### config.mk
export PLATFORM = sky130hd
export DESIGN_NAME = samm_seq_ctrl
export DESIGN_NICKNAME = d
export VERILOG_FILES = /design/src/rtl/samm_seq_ctrl.sv
export SDC_FILE = /design/constraint.sdc
export NUM_CORES = 1
export LEC_CHECK = 0
export ABC_AREA = 1
export CAP_MARGIN = 20
export CORE_ASPECT_RATIO = 1.5
export CORE_MARGIN = 2
export CORE_UTILIZATION = 46
export DETAILED_ROUTE_END_ITERATION = 10
export GPL_TIMING_DRIVEN = 0
export HOLD_SLACK_MARGIN = 0.08
export PLACE_DENSITY = 0.83
export SLEW_MARGIN = 20
export SYNTH_ARGS = -nofsm -noshare
export SYNTH_HDL_FRONTEND = slang
export SYNTH_SLANG_ARGS = --single-unit
export TNS_END_PERCENT = 10
### constraint.sdc
create_clock -name Clk -period 2.1 [get_ports Clk]
set_clock_uncertainty 0.05 [all_clocks]
set_input_delay 0.42 -clock Clk [delete_from_list [all_inputs] [get_ports Clk]]
set_output_delay 0.42 -clock Clk [all_outputs]
set_load 0.01 [all_outputs]
### src/rtl/samm_seq_ctrl.sv
// Sequencer for a DIM x DIM systolic multiply-accumulate array: clears the grid,
// streams column k of A / row k of B with per-lane skew, drains, then steps readout rows.
module samm_seq_ctrl #(
  parameter int N   = 8,
  parameter int DIM = 4,
  parameter int KW  = 8,
  parameter int RW  = 2
) (
  input  logic               Clk,
  input  logic               Rst_n,
  input  logic               Start,
  input  logic [KW-1:0]      K,
  output logic               Busy,
  output logic               Done,
  output logic               Rd_En,
  output logic [KW-1:0]      Rd_Addr,
  input  logic [DIM*N-1:0]   A_Col_Data,
  input  logic [DIM*N-1:0]   B_Row_Data,
  output logic [DIM*N-1:0]   A_Feed,
  output logic [DIM*N-1:0]   B_Feed,
  output logic               Sclr,
  output logic               Res_Valid,
  output logic [RW-1:0]      Res_Row
);

  typedef enum logic [2:0] {
    S_IDLE,
    S_CLEAR,
    S_FEED,
    S_DRAIN,
    S_READOUT,
    S_DONE
  } state_t;

  localparam int DRAIN_LEN = 2 * DIM;
  // One shared step counter covers the operand index, the drain wait and the row select.
  localparam int CW = (KW > $clog2(DRAIN_LEN)) ? KW : $clog2(DRAIN_LEN);

  state_t          state, state_nxt;
  logic [CW-1:0]   cnt, cnt_nxt;
  logic [KW-1:0]   k_lat;
  logic            rd_vld;
  logic [DIM*N-1:0] a_in, b_in;

  // NOTE: sequential state uses non-blocking assignments so every flop samples pre-edge values.
  always_ff @(posedge Clk or negedge Rst_n) begin
    if (!Rst_n) begin
      state  <= S_IDLE;
      cnt    <= '0;
      k_lat  <= '0;
      rd_vld <= 1'b0;
    end else begin
      state  <= state_nxt;
      cnt    <= cnt_nxt;
      rd_vld <= Rd_En;
      if (state == S_IDLE && Start) k_lat <= K;
    end
  end

  // NOTE: every output and next-state signal gets a default first, so no path infers a latch.
  always_comb begin
    state_nxt = state;
    cnt_nxt   = cnt;
    Busy      = 1'b0;
    Done      = 1'b0;
    Rd_En     = 1'b0;
    Rd_Addr   = '0;
    Sclr      = 1'b1;
    Res_Valid = 1'b0;
    Res_Row   = '0;
    case (state)
      S_IDLE: begin
        if (Start) begin
          state_nxt = S_CLEAR;
          cnt_nxt   = '0;
        end
      end
      S_CLEAR: begin
        Busy      = 1'b1;
        Sclr      = 1'b0;
        cnt_nxt   = '0;
        state_nxt = (k_lat != '0) ? S_FEED : S_READOUT;
      end
      S_FEED: begin
        Busy    = 1'b1;
        Rd_En   = 1'b1;
        Rd_Addr = cnt[KW-1:0];
        if (cnt == CW'(k_lat) - CW'(1)) begin
          state_nxt = S_DRAIN;
          cnt_nxt   = '0;
        end else begin
          cnt_nxt = cnt + CW'(1);
        end
      end
      S_DRAIN: begin
        Busy = 1'b1;
        if (cnt == CW'(DRAIN_LEN - 1)) begin
          state_nxt = S_READOUT;
          cnt_nxt   = '0;
        end else begin
          cnt_nxt = cnt + CW'(1);
        end
      end
      S_READOUT: begin
        Busy      = 1'b1;
        Res_Valid = 1'b1;
        Res_Row   = cnt[RW-1:0];
        if (cnt == CW'(DIM - 1)) begin
          state_nxt = S_DONE;
          cnt_nxt   = '0;
        end else begin
          cnt_nxt = cnt + CW'(1);
        end
      end
      S_DONE: begin
        Done      = 1'b1;
        state_nxt = S_IDLE;
      end
      default: state_nxt = S_IDLE;
    endcase
  end

  // Zero is injected whenever the buffer output is stale, so feeds are 0 outside the operand window.
  assign a_in = rd_vld ? A_Col_Data : '0;
  assign b_in = rd_vld ? B_Row_Data : '0;

  for (genvar i = 0; i < DIM; i++) begin : g_lane
    if (i == 0) begin : g_direct
      assign A_Feed[N-1:0] = a_in[N-1:0];
      assign B_Feed[N-1:0] = b_in[N-1:0];
    end else begin : g_skew
      logic [N-1:0] a_sr [i];
      logic [N-1:0] b_sr [i];

      // NOTE: the skew stages are ordinary flops, reset so the feeds are clean zeros out of reset.
      always_ff @(posedge Clk or negedge Rst_n) begin
        if (!Rst_n) begin
          for (int s = 0; s < i; s++) begin
            a_sr[s] <= '0;
            b_sr[s] <= '0;
          end
        end else begin
          a_sr[0] <= a_in[i*N +: N];
          b_sr[0] <= b_in[i*N +: N];
          for (int s = 1; s < i; s++) begin
            a_sr[s] <= a_sr[s-1];
            b_sr[s] <= b_sr[s-1];
          end
        end
      end

      assign A_Feed[i*N +: N] = a_sr[i-1];
      assign B_Feed[i*N +: N] = b_sr[i-1];
    end
  end

endmodule

==> impl_metrics.csv <==
group,metric,value,unit
cells_and_area,drive_gt1_share,21.76,%
floorplan,die_h,130.2,microns
route,drt_iter0_drc,146,
power,leakage,4.122,nW
cells_and_area,nNetsFinal,782,
synth,synth-xor-area-share,1.615,%
timing,setup_slack,-0.004104,ns
setup_path,cpMaxStageDelayCell,"dfrtp_2",
grt,grt_max_degree,72,
setup_path,crit_chain,"buf_4 > nor3_4 > buf_4 > dlygate4sd2_1",
timing,slew_headroom,70.31,%
cells_and_area,syn_to_final_growth,49.58,%
placed_design,place_area,0.006621,sq mm
floorplan,start_util,46.60,%
power,p_comb_share,33.9,%
synth,synth_nets,598,
setup_path,endpoint_kind,"primary output",
synth,synth.distinct_cells,30,
hold_path,hold-path-endpoint,"g_lane[3].g_skew.b_sr[8]$_DFF_PN0_",
setup_path,worstSetupStartpoint,"state[1]$_DFFE_PN0P_",
synth,syn_area,0.004881,sq mm
synth,yosysWarnings,0,
clocking,cts_buffer_depth,2,
synth,synthMuxAreaShare,0.4614,%
cells_and_area,final_area,0.007301,sq mm
timing,final.setup.tns,-0.004104,ns
floorplan,core,0.01048,sq mm
clocking,tritoncts,"yes",
setup_path,critPathKind,"flip-flop to primary output",
power,power,0.008779,W
setup_path,start_kind,"flip-flop",
clocking,root_buffer,"clkbuf_16",
synth,ys_seq_elements,116,
power,seqPwrFrac,34.8,%
setup_path,reg2reg_depth,11,
setup_path,cp.required,1.63,ns
timing,max_freq,475.3,MHz
timing,hold_viol_final,0,
route,first_pass_iters,4,
cells_and_area,diodes,0,
synth,synth_simple_gate_area_share,19.00,%
floorplan,pin_count,154,
floorplan,chipWidth,88.11,microns
flow_run,drv_cap,0,
timing,fin_crit_sh,100.2,%
hold_path,worstHoldStart,"g_lane[3].g_skew.b_sr[16]$_DFF_PN0_",
timing,min_period,2.104,ns
synth,syn_area_per_cell,9.386,sq um
grt,grt_remaining_overflow,0,
power,power_density,1202,mW/mm^2
setup_path,critPathArrivalTime,1.63,ns
hold_path,holdPathStages,0,
timing,tightest_slew,0.4454,ns
route,drcViolationCount,0,
clocking,cts_buffers,17,
run_status,outcome,"finished with violations",
clocking,clk_pin_slew,0.06,ns
synth,seq_area_frac_synth,59.47,%
grt,grt_pass1_vias,3985,
floorplan,num_rows,46,
power,peakVddDrop,0.6183,mV
power,switching_share,31.57,%
power,p_switching,0.002771,W
grt,track_usage,20.73,%
synth,synth_fa_ha_area_share,0.7690,%
route,avgViaCountPerCell,4.479,
route,wl,10910,microns
setup_path,critPathMostFrequentCell,"buf_4",
route,vias,3856,
setup_path,reg2reg_slack,0.21,ns
placed_design,io_buffers,153,
timing,slew_violations,0,
setup_path,timing.rr.start,"k_lat[0]$_DFFE_PN0P_",
run_status,violations,"setup timing",
route,drt-wirelength-per-cell,12.67,microns
synth,synth_top_family_by_area,"simple AND/OR/NAND/NOR gates",
power,p_clk_share,31.3,%
placed_design,gp_congestion,0.8765,
floorplan,die_area,0.01147,sq mm
clocking,clock_latency,0.40,ns
synth,synthCells,520,
power,internal_power,0.006007,W
grt,grt_first_pass_wirelength,17890,microns
setup_path,critPathMaxStageDelay,0.41,ns
synth,synth_compound_area_share,2.179,%
timing,setup_violations,1,
setup_path,rr_endpoint,"cnt[4]$_DFFE_PN0P_",
placed_design,post-dp-hpwl,7988,microns
hold_path,hold_class,"flip-flop to flip-flop",
timing,rsz0062_at_grt,"yes",
setup_path,crit_fanout,9,
clocking,htree_num_levels,4,
route,ant_nets,0,
clocking,clkSinkCount,116,
grt,antenna_found_initial,0,
[final cells by class]
| class | instances | area [sq um] |
|---|---|---|
| Fill cell | 807 | 3174 |
| Inverter | 101 | 381.6 |
| Tap cell | 144 | 180.2 |
| Clock buffer | 21 | 440.4 |
| Sequential cell | 116 | 2908 |
| Multi-Input combinational cell | 243 | 1216 |
| Clock inverter | 11 | 128.9 |
| Buffer | 59 | 452.9 |
| Timing Repair Buffer | 166 | 1593 |
[synth_stat cells]
master      n  share of area [%]
inv_2       2               0.15
nand2_1   125                9.6
nor3_4      2               0.67
nor2_2      3               0.38
xnor2_1     3               0.54
mux2_2      2               0.46
o21ai_0     7               0.72
inv_1      97                7.5
nor3_1      4               0.41
buf_4      48                7.4
o21bai_2    1               0.23
clkinv_1    1              0.077
nand2_2     1               0.13
clkbuf_1    7               0.54
nand3b_1    3               0.46
o21bai_4    1               0.38
buf_6       2               0.46
inv_4       1               0.13
nand3_2     1               0.21
xor2_1      6                1.1
nand3_1    36                3.7
nor4_4      1               0.44
nand4_2     1               0.26
nand4_1     1               0.13
dfrtp_1   116                 59
a31oi_1     1               0.13
a21oi_1     7               0.72
nor2_1     34                2.6
buf_2       3               0.31
ha_1        3               0.77
[worst max-delay path: cells and delay by family (launching register included)]
kind                   cells  cell delay, ns
buffers and inverters      3            0.66
DFF                        1            0.41
and+or+nand+nor            1            0.17
[registers in the layout, indices dropped and copies added (netlist names)]
name                flops
g_lane.g_skew.a_sr     32
state                   3
g_lane.g_skew.b_sr     32
A_Feed                 16
cnt                     8
k_lat                   8
rd_vld                  1
B_Feed                 16
[power by group through the flow]
stage / Combinational, W / Sequential (W) / Clock [W]
after global routing: 0.00330 / 0.00311 / 0.00291
after global placement: 0.00269 / 0.00305 / 0
final: 0.00298 / 0.00305 / 0.00275
after detailed placement: 0.00278 / 0.00308 / 0
after CTS: 0.00285 / 0.00306 / 0.00280
after floorplan: 0.00161 / 0.00302 / 0
[what timing repair did]
item                       4_1_cts  5_1_grt
gates resized for setup         72       29
setup endpoints to repair       31       26
pin swaps                        2        2
hold endpoints to repair        45        0
buffers inserted                 7        4
hold buffers                     1        0
[cells in the final DEF, fill, tap and decap left out, types with 6 or more instances in the layout]
| cell | instances |
|---|---|
| nand2_1 | 122 |
| clkdlybuf4s50_1 | 121 |
| dfrtp_1 | 112 |
| inv_1 | 95 |
| buf_4 | 66 |
| nand3_1 | 36 |
| nor2_1 | 26 |
| clkbuf_16 | 17 |
| buf_2 | 12 |
| buf_6 | 11 |
| nor2_2 | 10 |
| clkbuf_1 | 7 |
| o21ai_0 | 7 |
| a21oi_1 | 7 |
| xor2_1 | 6 |
[logic make-up (layout without fill, tap and decap cells)]
kind of cell,after synthesis,in the layout
and+or+nand+nor,212,212
buffers and inverters,161,358
DFF,116,116
AOI/OAI and AO/OA,17,17
xor gates and xnor gates,9,9
adders and majority gates,3,3
muxes,2,2
[routing by layer]
metal	vias to the layer above	GRT usage (%)	part of all wire, %	wire, microns
met1	1807	20.69	34	3725
li1	1864	-	-	-
met4	0	10.07	2.7	299
met2	161	36.94	56	6054
met3	24	8.223	7.6	828
met5	-	0	0	0
[metrics by stage]
stage / util [%] / hold slack, ns / cells / setup slack (ns)
floorplan: - / 0.07441 / 520 / 0.3754
global placement: 62.94 / 0.2812 / 817 / -3.586
detailed placement: 63.21 / 0.2847 / 818 / -0.3166
CTS: 68.81 / 0.2963 / 857 / -0.1923
global route: 69.70 / 0.3036 / 861 / -0.05954
finish: 69.70 / 0.2914 / 861 / -0.004104
[worst max path at each step]
| stage | slack [ns] | cells past startpoint | end |
|---|---|---|---|
| 6_report | -0.004 | 4 | Res_Valid |
| 3_3_place_gp | -3.59 | 1 | g_lane[2].g_skew.a_sr[14]$_DFF_PN0_ |
| 2_1_floorplan | 0.38 | 5 | Rd_Addr[0] |
| 4_1_cts | -0.19 | 5 | B_Feed[0] |
| 5_1_grt | -0.06 | 6 | Sclr |
| 3_5_place_dp | -0.32 | 6 | B_Feed[0] |
Note: power is estimated with default switching activity, not from simulation.
